[src/rtl/gen_shift_pkg.sv]
// Shared types and helpers for the generic shift target.
package gen_shift_pkg;
  typedef enum logic [1:0] {IDLE, LOAD, SHIFT} gst_state_t;

  localparam int GS_BITS_W = 3;

  // Bit position within a byte for the cnt-th shifted bit.
  function automatic logic [GS_BITS_W-1:0] gs_bit_idx(input logic [GS_BITS_W-1:0] cnt,
                                                      input bit lsb_first);
    return lsb_first ? cnt : ~cnt;
  endfunction
endpackage

[src/rtl/gen_shift_sync.sv]
// Multi-stage pad synchronizer with a selectable reset value.
module gen_shift_sync #(
  parameter int   SYNC_STAGES = 2,
  parameter logic RST_VAL     = 1'b0
) (
  input  logic clk,
  input  logic rst_n,
  input  logic d,
  output logic q
);
  logic [SYNC_STAGES-1:0] chain;

  // Shift the pad level through the chain; reset to the pad's idle level.
  always_ff @(posedge clk or negedge rst_n) begin
    if (!rst_n) chain <= {SYNC_STAGES{RST_VAL}};
    else        chain <= {chain[SYNC_STAGES-2:0], d};
  end

  assign q = chain[SYNC_STAGES-1];
endmodule

[src/rtl/gen_shift_target.sv]
// Responder end of the generic shift interface: oversamples SCLK/CS/DIN/AUX,
// assembles RX words onto a stream port and shifts TX bytes out on DOUT.
module gen_shift_target
  import gen_shift_pkg::*;
#(
  parameter int         SYNC_STAGES = 2,
  parameter logic [7:0] TX_IDLE     = 8'hFF,
  parameter bit         LSB_FIRST   = 1'b1
) (
  input  logic                 clk,
  input  logic                 rst_n,
  input  logic                 sclk_i,
  input  logic                 cs_n_i,
  input  logic                 din_i,
  input  logic                 aux_i,
  output logic                 dout_o,
  output logic                 dout_t,
  output logic [7:0]           rx_tdata,
  output logic [7:0]           rx_taux,
  output logic [GS_BITS_W-1:0] rx_tnbits,
  output logic                 rx_tlast,
  output logic                 rx_tvalid,
  input  logic                 rx_tready,
  input  logic [7:0]           tx_tdata,
  input  logic                 tx_tvalid,
  output logic                 tx_tready,
  input  logic                 clr_i,
  output logic                 overflow_o,
  output logic                 underrun_o,
  output logic                 active_o
);
  localparam logic [GS_BITS_W-1:0] FIRST_IDX = gs_bit_idx('0, LSB_FIRST);

  logic sclk_s, cs_s, din_s, aux_s, sclk_q, cs_q;

  gen_shift_sync #(.SYNC_STAGES(SYNC_STAGES), .RST_VAL(1'b0)) u_sync_sclk (.clk, .rst_n, .d(sclk_i), .q(sclk_s));
  gen_shift_sync #(.SYNC_STAGES(SYNC_STAGES), .RST_VAL(1'b1)) u_sync_cs   (.clk, .rst_n, .d(cs_n_i), .q(cs_s));
  gen_shift_sync #(.SYNC_STAGES(SYNC_STAGES), .RST_VAL(1'b0)) u_sync_din  (.clk, .rst_n, .d(din_i),  .q(din_s));
  gen_shift_sync #(.SYNC_STAGES(SYNC_STAGES), .RST_VAL(1'b0)) u_sync_aux  (.clk, .rst_n, .d(aux_i),  .q(aux_s));

  // Delayed copies of the synced clock/select for edge detection.
  always_ff @(posedge clk or negedge rst_n) begin
    if (!rst_n) begin
      sclk_q <= 1'b0;
      cs_q   <= 1'b1;
    end else begin
      sclk_q <= sclk_s;
      cs_q   <= cs_s;
    end
  end

  gst_state_t           state;
  logic [GS_BITS_W-1:0] cnt, idx;
  logic [7:0]           tx_shift, rx_d, rx_a, rx_d_nxt, rx_a_nxt, pend_d, pend_a, tx_pick;
  logic                 pend_vld;
  logic                 cs_fall, cs_rise, rise_ok, fall_ok, wrap, load_now;
  logic                 emit, e_last;
  logic [7:0]           e_d, e_a;
  logic [GS_BITS_W-1:0] e_n;

  assign cs_fall  = ~cs_s & cs_q;
  assign cs_rise  = cs_s & ~cs_q;
  // Edges only count inside a frame; cs high masks stray clocks.
  assign rise_ok  = (state == SHIFT) && !cs_s && sclk_s && !sclk_q;
  assign fall_ok  = (state == SHIFT) && !cs_s && !sclk_s && sclk_q;
  assign wrap     = rise_ok && (cnt == '1);
  assign load_now = (state == LOAD) || wrap;
  assign idx      = gs_bit_idx(cnt, LSB_FIRST);
  assign tx_pick  = tx_tvalid ? tx_tdata : TX_IDLE;

  // Next RX shift contents with the current din/aux bit dropped into place.
  always_comb begin
    rx_d_nxt      = rx_d;
    rx_a_nxt      = rx_a;
    rx_d_nxt[idx] = din_s;
    rx_a_nxt[idx] = aux_s;
  end

  // Decide whether a word leaves the shifter this cycle, and what it holds.
  always_comb begin
    emit   = 1'b0;
    e_d    = pend_d;
    e_a    = pend_a;
    e_n    = '1;
    e_last = 1'b0;
    if (state != IDLE && cs_rise) begin
      if (cnt != '0) begin
        emit   = 1'b1;
        e_d    = rx_d;
        e_a    = rx_a;
        e_n    = cnt - 3'd1;
        e_last = 1'b1;
      end else if (pend_vld) begin
        emit   = 1'b1;
        e_last = 1'b1;
      end
    end else if (rise_ok && pend_vld) begin
      emit = 1'b1;
    end
  end

  // Frame FSM: TX loading, bit shifting, DOUT drive and underrun flag.
  always_ff @(posedge clk or negedge rst_n) begin
    if (!rst_n) begin
      state      <= IDLE;
      dout_o     <= 1'b0;
      dout_t     <= 1'b1;
      tx_tready  <= 1'b0;
      underrun_o <= 1'b0;
      active_o   <= 1'b0;
      cnt        <= '0;
      tx_shift   <= '0;
      rx_d       <= '0;
      rx_a       <= '0;
      pend_vld   <= 1'b0;
      pend_d     <= '0;
      pend_a     <= '0;
    end else begin
      tx_tready <= 1'b0;
      active_o  <= ~cs_s;
      if (load_now && !tx_tvalid) underrun_o <= 1'b1;
      else if (clr_i)             underrun_o <= 1'b0;

      if (load_now) begin
        tx_shift  <= tx_pick;
        tx_tready <= tx_tvalid;
      end

      case (state)
        IDLE: if (cs_fall) state <= LOAD;
        LOAD: begin
          dout_t   <= 1'b0;
          dout_o   <= tx_pick[FIRST_IDX];
          cnt      <= '0;
          rx_d     <= '0;
          rx_a     <= '0;
          pend_vld <= 1'b0;
          state    <= SHIFT;
        end
        SHIFT: begin
          if (rise_ok) begin
            cnt <= cnt + 3'd1;
            if (wrap) begin
              pend_vld <= 1'b1;
              pend_d   <= rx_d_nxt;
              pend_a   <= rx_a_nxt;
              rx_d     <= '0;
              rx_a     <= '0;
            end else begin
              pend_vld <= 1'b0;
              rx_d     <= rx_d_nxt;
              rx_a     <= rx_a_nxt;
            end
          end
          // After a wrap tx_shift already holds the new byte and cnt is 0.
          if (fall_ok) dout_o <= tx_shift[idx];
        end
        default: state <= IDLE;
      endcase

      if (state != IDLE && cs_rise) begin
        state    <= IDLE;
        dout_t   <= 1'b1;
        cnt      <= '0;
        pend_vld <= 1'b0;
      end
    end
  end

  // RX holding register: accept when empty or draining, otherwise drop and flag.
  always_ff @(posedge clk or negedge rst_n) begin
    if (!rst_n) begin
      rx_tvalid  <= 1'b0;
      rx_tdata   <= '0;
      rx_taux    <= '0;
      rx_tnbits  <= '0;
      rx_tlast   <= 1'b0;
      overflow_o <= 1'b0;
    end else begin
      if (!rx_tvalid || rx_tready) begin
        rx_tvalid <= emit;
        if (emit) begin
          rx_tdata  <= e_d;
          rx_taux   <= e_a;
          rx_tnbits <= e_n;
          rx_tlast  <= e_last;
        end
      end
      if (emit && rx_tvalid && !rx_tready) overflow_o <= 1'b1;
      else if (clr_i)                      overflow_o <= 1'b0;
    end
  end
endmodule

[config.mk]
export PLATFORM = sky130hd
export DESIGN_NAME = gen_shift_target
export DESIGN_NICKNAME = d
export VERILOG_FILES = /design/src/rtl/gen_shift_pkg.sv /design/src/rtl/gen_shift_sync.sv /design/src/rtl/gen_shift_target.sv
export SDC_FILE = /design/constraint.sdc
export NUM_CORES = 1
export LEC_CHECK = 0
export BUFFER_PORTS_ARGS = -buffer_cell sky130_fd_sc_hd__buf_2
export CORE_MARGIN = 5
export CORE_UTILIZATION = 35
export CTS_CLUSTER_SIZE = 30
export DETAILED_ROUTE_END_ITERATION = 7
export PLACE_DENSITY = 0.49
export SYNTH_ARGS = -nofsm -noshare
export SYNTH_HDL_FRONTEND = slang
export SYNTH_SLANG_ARGS = --single-unit
[constraint.sdc]
create_clock -name clk -period 4.3 [get_ports clk]
set_input_delay 0.86 -clock clk [delete_from_list [all_inputs] [get_ports clk]]
set_output_delay 0.86 -clock clk [all_outputs]
set_load 0.02 [all_outputs]
=== Word-level counts from Yosys, hierarchy flattened ===
Index checks and enable logic that the tools add are counted.

* Flip-flop bits (word level): 83
* Logic and storage cells: 117
* Input bits: 17
* Output and inout bits: 27

* Add/subtract/negate cells: 2
* Mux-type cells: 42
* Bitwise logic cells: 4
* Reduce and logical (&&, ||, !) cells: 34
* Eq/ne operators: 8
* $lt $le $gt $ge: 2

{| class="wikitable"
|+ Operators with widths
! kind !! number
|-
| 8-bit two-way mux || 9
|-
| 8-bit case mux with 2 select lines || 2
|-
| 1-bit two-way mux || 17
|-
| 8-bit bitwise mux || 2
|-
| 1-bit logical AND || 12
|-
| 3-bit two-way mux || 4
|-
| 2-bit AND reduction || 5
|-
| 2-bit nonzero test || 5
|-
| 1-bit zero test || 6
|-
| 2-bit case mux with 3 select lines || 1
|-
| 3-bit case mux with 2 select lines || 1
|-
| 3-bit nonzero test || 2
|-
| 3-bit by 4-bit < comparator with 1-bit output (second input constant) || 1
|-
| 2-bit two-way mux || 2
|-
| 2-bit inequality test (second input constant) || 2
|-
| 1-bit case mux with 2 select lines || 2
|-
| 3-bit by 1-bit adder with 3-bit output (second input constant) || 1
|-
| 1-bit binary-select mux with 3-bit select || 1
|-
| 1-bit demux with 3-bit select || 1
|-
| 3-bit == test (second input constant) || 1
|-
| 3-bit by 1-bit greater-or-equal comparator with 1-bit output (second input constant) || 1
|-
| 3-bit by 2-bit inequality test with 1-bit output (second input constant) || 1
|-
| 3-bit inequality test (second input constant) || 1
|-
| 3-bit AND reduction || 1
|-
| other kinds (8) || 11
|}

=== Logic depth before layout (Yosys ltp) ===
* Depth in word-level cells: 10
* Depth in mapped cells: 9
* Mapped depth without buffers: 6

=== Hierarchy ===
A second synthesis with hierarchy kept.

* Cells, all modules: 316
* Area, all modules: 3,834.9 um^2

{| class="wikitable"
|+ Modules (own cells, without submodules)
! module !! cells each !! sequential area each (um^2) !! instances !! area each (um^2)
|-
| gen_shift_target || 308 || 1,879.3 || 1 || 3,632.2
|-
| gen_shift_sync (u_sync_aux ...) || 2 || 50.0 || 3 || 50.0
|-
| gen_shift_sync (u_sync_cs) || 2 || 52.6 || 1 || 52.6
|}

=== Worst setup path after synthesis ===
Ideal clock, no wire load.

* Path type: register to register
* Start point: reg state[1]
* End point: reg rx_taux[7]
* Path slack: 2,205 ps
* Path buffers: 2
* Setup time: 125 ps
* Required time: 4,175 ps
* Arrival: 1,970 ps
* Stages on the path, launching flop included: 9
* Clock period less this slack: 2,095 ps
* Cell sequence: dfrtp_1 inv_1 ha_1 or3b_1 a21o_1 a21boi_2 buf_6 buf_8 mux2_4

* Longest elaborated chain between the ends: 8
* Elaborated cells between the ends (all ways): 11
* Classes of those cells: 1 x eq/ne; 3 x mux; 7 x reduce/logical

{| class="wikitable"
|+ Ends and longest elaborated chain
! item !! line !! RTL
|-
| from (decl) || gen_shift_target.sv:52 || <nowiki>gst_state_t state;</nowiki>
|-
| from (signal assigned) || gen_shift_target.sv:105 || <nowiki>state <= IDLE;</nowiki>
|-
| from (signal assigned) || gen_shift_target.sv:130 || <nowiki>IDLE: if (cs_fall) state <= LOAD;</nowiki>
|-
| from (signal assigned) || gen_shift_target.sv:138 || <nowiki>state <= SHIFT;</nowiki>
|-
| 2-bit == test || gen_shift_target.sv:64 || <nowiki>assign rise_ok = (state == SHIFT) && !cs_s && sclk_s && !sclk_q;</nowiki>
|-
| 1-bit logical AND (3 in a row) || gen_shift_target.sv:64 ||
|-
| 1-bit logical AND || gen_shift_target.sv:97 || <nowiki>end else if (rise_ok && pend_vld) begin</nowiki>
|-
| 1-bit two-way mux || gen_shift_target.sv:97 ||
|-
| 1-bit two-way mux || gen_shift_target.sv:86 || <nowiki>if (state != IDLE && cs_rise) begin</nowiki>
|-
| 2-bit AND reduction (no source line) || -- ||
|-
| to (signal assigned) || gen_shift_target.sv:175 || <nowiki>rx_taux <= '0;</nowiki>
|-
| to (signal assigned) || gen_shift_target.sv:184 || <nowiki>rx_taux <= e_a;</nowiki>
|-
| to (decl) || gen_shift_target.sv:19 || <nowiki>output logic [7:0] rx_taux,</nowiki>
|}

Parallel ways exist; a longest one is shown, timed or not.
A chain may end at the register's enable or synchronous reset.

=== Worst setup path in the final report ===
* Start point: reg state[1]
* End point: reg rx_tnbits[1]

* Longest elaborated chain between the ends: 8
* Elaborated cells between the ends (all ways): 11
* Classes of those cells: 1 x eq/ne; 3 x mux; 7 x reduce/logical

{| class="wikitable"
|+ Ends and longest elaborated chain
! item !! line !! RTL
|-
| 2-bit == test || gen_shift_target.sv:64 ||
|-
| 1-bit logical AND (3 in a row) || gen_shift_target.sv:64 ||
|-
| 1-bit logical AND || gen_shift_target.sv:97 ||
|-
| 1-bit two-way mux || gen_shift_target.sv:97 ||
|-
| 1-bit two-way mux || gen_shift_target.sv:86 ||
|-
| 2-bit AND reduction (no source line) || -- ||
|-
| to (signal assigned) || gen_shift_target.sv:185 || <nowiki>rx_tnbits <= e_n;</nowiki>
|-
| to (decl) || gen_shift_target.sv:20 || <nowiki>output logic [GS_BITS_W-1:0] rx_tnbits,</nowiki>
|}

Parallel ways exist; a longest one is shown, timed or not.

==> impl_metrics.tcl <==
set metrics [dict create \
    status "finished, final reports clean" \
    min_period_over_period 0.642 \
    antenna_left 0 \
    insertion_delay_ns 0.36 \
    pre_cts_ws_ns 1.50 \
    synth_ff_type "dfrtp_1" \
    hold_violations 0 \
    vdd_drop_max_uv 234 \
    cts_setup_buffers 0 \
    drc 0 \
    cts_sinks 83 \
    coreArea_sq_um 10900 \
    whs_path_depth 0 \
    antenna_found_initial 0 \
    synth_edf_count 0 \
    cts-root-buf "clkbuf_8" \
    place.gp.congestion 0.735 \
    synthCells 318 \
    crit_path_end_kind "flip-flop" \
    clock.fmax_mhz 362 \
    cp_slowest_cell "a21o_1" \
    hold_buffers 0 \
    path_class "reg -> reg" \
    synthArstFlopShare 1.00 \
    fin_util 0.403 \
    grtUsageTotal 0.129 \
    setup_tns_ns 0 \
    crit_path_cell_trace "inv_1 > ha_1 > or3b_1 > a21o_1 > a21boi_2 > buf_4 > mux2_1" \
    ff2ff_setup_slack_ns 1.54 \
    yosysSeqAreaShare 0.533 \
    synth_fa_ha_area_frac 0.0224 \
    drive_gt1_frac 0.276 \
    fin_area_sq_um 4390 \
    wire_per_inst_um 16.0 \
    wirelength_um 8040 \
    power_uw 1860 \
    port_buffers 43 \
    via_count 2505 \
    synthSimpleGateAreaFrac 0.0884 \
    cts_tree "yes" \
    grt-ovfl-total 0 \
    drt_iter0_markers 72 \
    drv_cap 0 \
    path_max_fanout 21 \
    io_pins 44 \
    finalSetupViolations 0 \
    synth_seq_cells 83 \
    dpl.hpwl_um 5270 \
    grt_max_degree 84 \
    yosysUniqueCellTypes 44 \
    cts_made_buffers 9 \
    syn-num-nets 342 \
    vias_per_cell 4.99 \
    drv_slew 0 \
    nets 381 \
    critPathTopFamily "compound AO/OA/AOI/OAI gates" \
    hp-start "u_sync_sclk.chain[0]" \
    skew_ns 0.00865 \
    crit_required_ns 4.55 \
    grt_pass1_wl_um 13500 \
    rsz0062_at_grt "false" \
    cp-start-kind "flip-flop" \
    power_density_nw_per_um2 423 \
    placed_area_sq_um 4210 \
    avgSynthCellArea_sq_um 12.3 \
    area_delta_synth_final_pct 12.4 \
    diodes 0 \
    cp_num_buf_inv 2 \
    die_w_um 116 \
    rr_startpoint "state[1]" \
    die_h_um 116 \
    period_minus_slack_ns 2.76 \
    cts_resized 0 \
    clockBufferDepth 2 \
    htreeDepth 3 \
    critPathMaxStageDelay_ns 0.57 \
    detail_route.first_pass.iterations 4 \
    path_clk_slew_ns 0.08 \
    ys_warn_count 0 \
    crit_arrival_ns 3.01 \
    hold_path_end "u_sync_sclk.chain[1]" \
    rows 38 \
    r2r_end "rx_tnbits[1]" \
    p_leak_uw 0.00211 \
    r2r_cells 7 \
    syn_area_sq_um 3910 \
    synth_xor_area_frac 0.00224 \
    synth_mux_area_frac 0.172 \
    die_area_sq_um 13400 \
    first_global_vias 2630 \
    worst_pin_slew_ns 1.15 \
    initial_core_util 0.359 \
    synth-compound-area-share 0.135 \
    synth_top_family_by_area "multiplexers" \
    hold_class "reg -> reg" \
    slew_headroom 0.235 \
    setup_ws_ns 1.54 \
]
[worst register-to-register path, stage by stage (launching register included)]
cell and delay (ns):
dfrtp_1 0.38, inv_1 0.08, ha_1 0.26, or3b_1 0.40, a21o_1 0.57, a21boi_2 0.26
buf_4 0.35, mux2_1 0.35
[cell usage after synthesis (4+ instances only)]
library cell  number  area, sq um
a21oi_1           13         65.1
dfrtp_1           79         1980
nand2_1           24         90.1
clkbuf_1           8         30.0
nor3_1             5         25.0
ha_1               7         87.6
buf_2              4         20.0
dfstp_2            4          105
o21ai_0           17         85.1
o21ai_1            9         45.0
a32o_1            11          110
nor3b_1            9         67.6
nand3_1            6         30.0
inv_1             22         82.6
mux2_4            32          480
mux2i_1           18          180
o2bb2ai_1          8         70.1
[flip-flops by register name (all words and copies together), names as in the netlist, 3 cells and up]
name and count:
cnt 3, pend_a 8, pend_d 8, rx_a 8
rx_d 8, rx_taux 8, rx_tdata 8, rx_tnbits 3
tx_shift 8
[how the worst max path moves through the flow]
stage	start	to	slack [ns]	depth (start not counted)
after floorplan	state[1]	rx_taux[7]	2.21	8
after global placement	state[1]	rx_tnbits[1]	1.55	7
after detailed placement	state[0]	rx_tnbits[1]	1.50	7
after CTS	state[1]	rx_tnbits[1]	1.49	7
after global routing	state[1]	rx_tnbits[1]	1.39	7
final	state[1]	rx_tnbits[1]	1.54	7
[report_power, final]
| part | switching [uW] | total, uW | internal (uW) | leakage (uW) |
|---|---|---|---|---|
| logic | 265 | 412 | 146 | 0.000945 |
| clock network | 280 | 539 | 259 | 0.0000900 |
| registers | 51.3 | 909 | 858 | 0.00108 |
[cell type report]
cell class	instances	area [sq um]
fillers	1062	6500
flip-flops and latches	83	2080
multi-input cells	197	1640
repair buffers	44	225
clock buffers	15	176
well taps	140	175
inverters	22	82.6
clock inverters	1	7.51
[layout by cell type, fill, tap and decap left out, drive strengths merged, types with 3 or more instances in the layout]
| cell type | synthesis | routed |
|---|---|---|
| inv | 22 | 22 |
| buf | 8 | 44 |
| ha | 7 | 7 |
| clkbuf | 8 | 15 |
| nor2b | 3 | 3 |
| nand3b | 3 | 3 |
| nand3 | 6 | 6 |
| nand2 | 24 | 24 |
| o21a | 3 | 3 |
| mux2 | 33 | 33 |
| o21ai | 26 | 26 |
| a32o | 11 | 11 |
| o2bb2ai | 8 | 8 |
| dfstp | 4 | 4 |
| nor3b | 10 | 10 |
| a221oi | 3 | 3 |
| nor3 | 5 | 5 |
| dfrtp | 79 | 79 |
| a21oi | 14 | 14 |
| mux2i | 18 | 18 |
[kinds of logic after synthesis]
group                      Yosys count
DFF                                 83
AOI/OAI and AO/OA                   77
and+or+nand+nor                     61
muxes                               51
buffers and inverters               38
adders and majority gates            7
xor gates and xnor gates             1
[per-layer routing]
layer	global-route usage	routed length, um	vias up
li1	-	-	1218
met1	0.164	3810	1234
met2	0.211	3800	48
met3	0.0439	379	5
met4	0.0356	48	0
met5	0	0	-
[per-stage QoR]
stage / hold slack, ns / cells
2_1_floorplan: 0.331 / 318
3_3_place_gp: 0.334 / 486
3_5_place_dp: 0.335 / 486
4_1_cts: 0.354 / 502
5_1_grt: 0.370 / 502
6_report: 0.351 / 502
No activity file was read; power rests on OpenSTA's default activity.
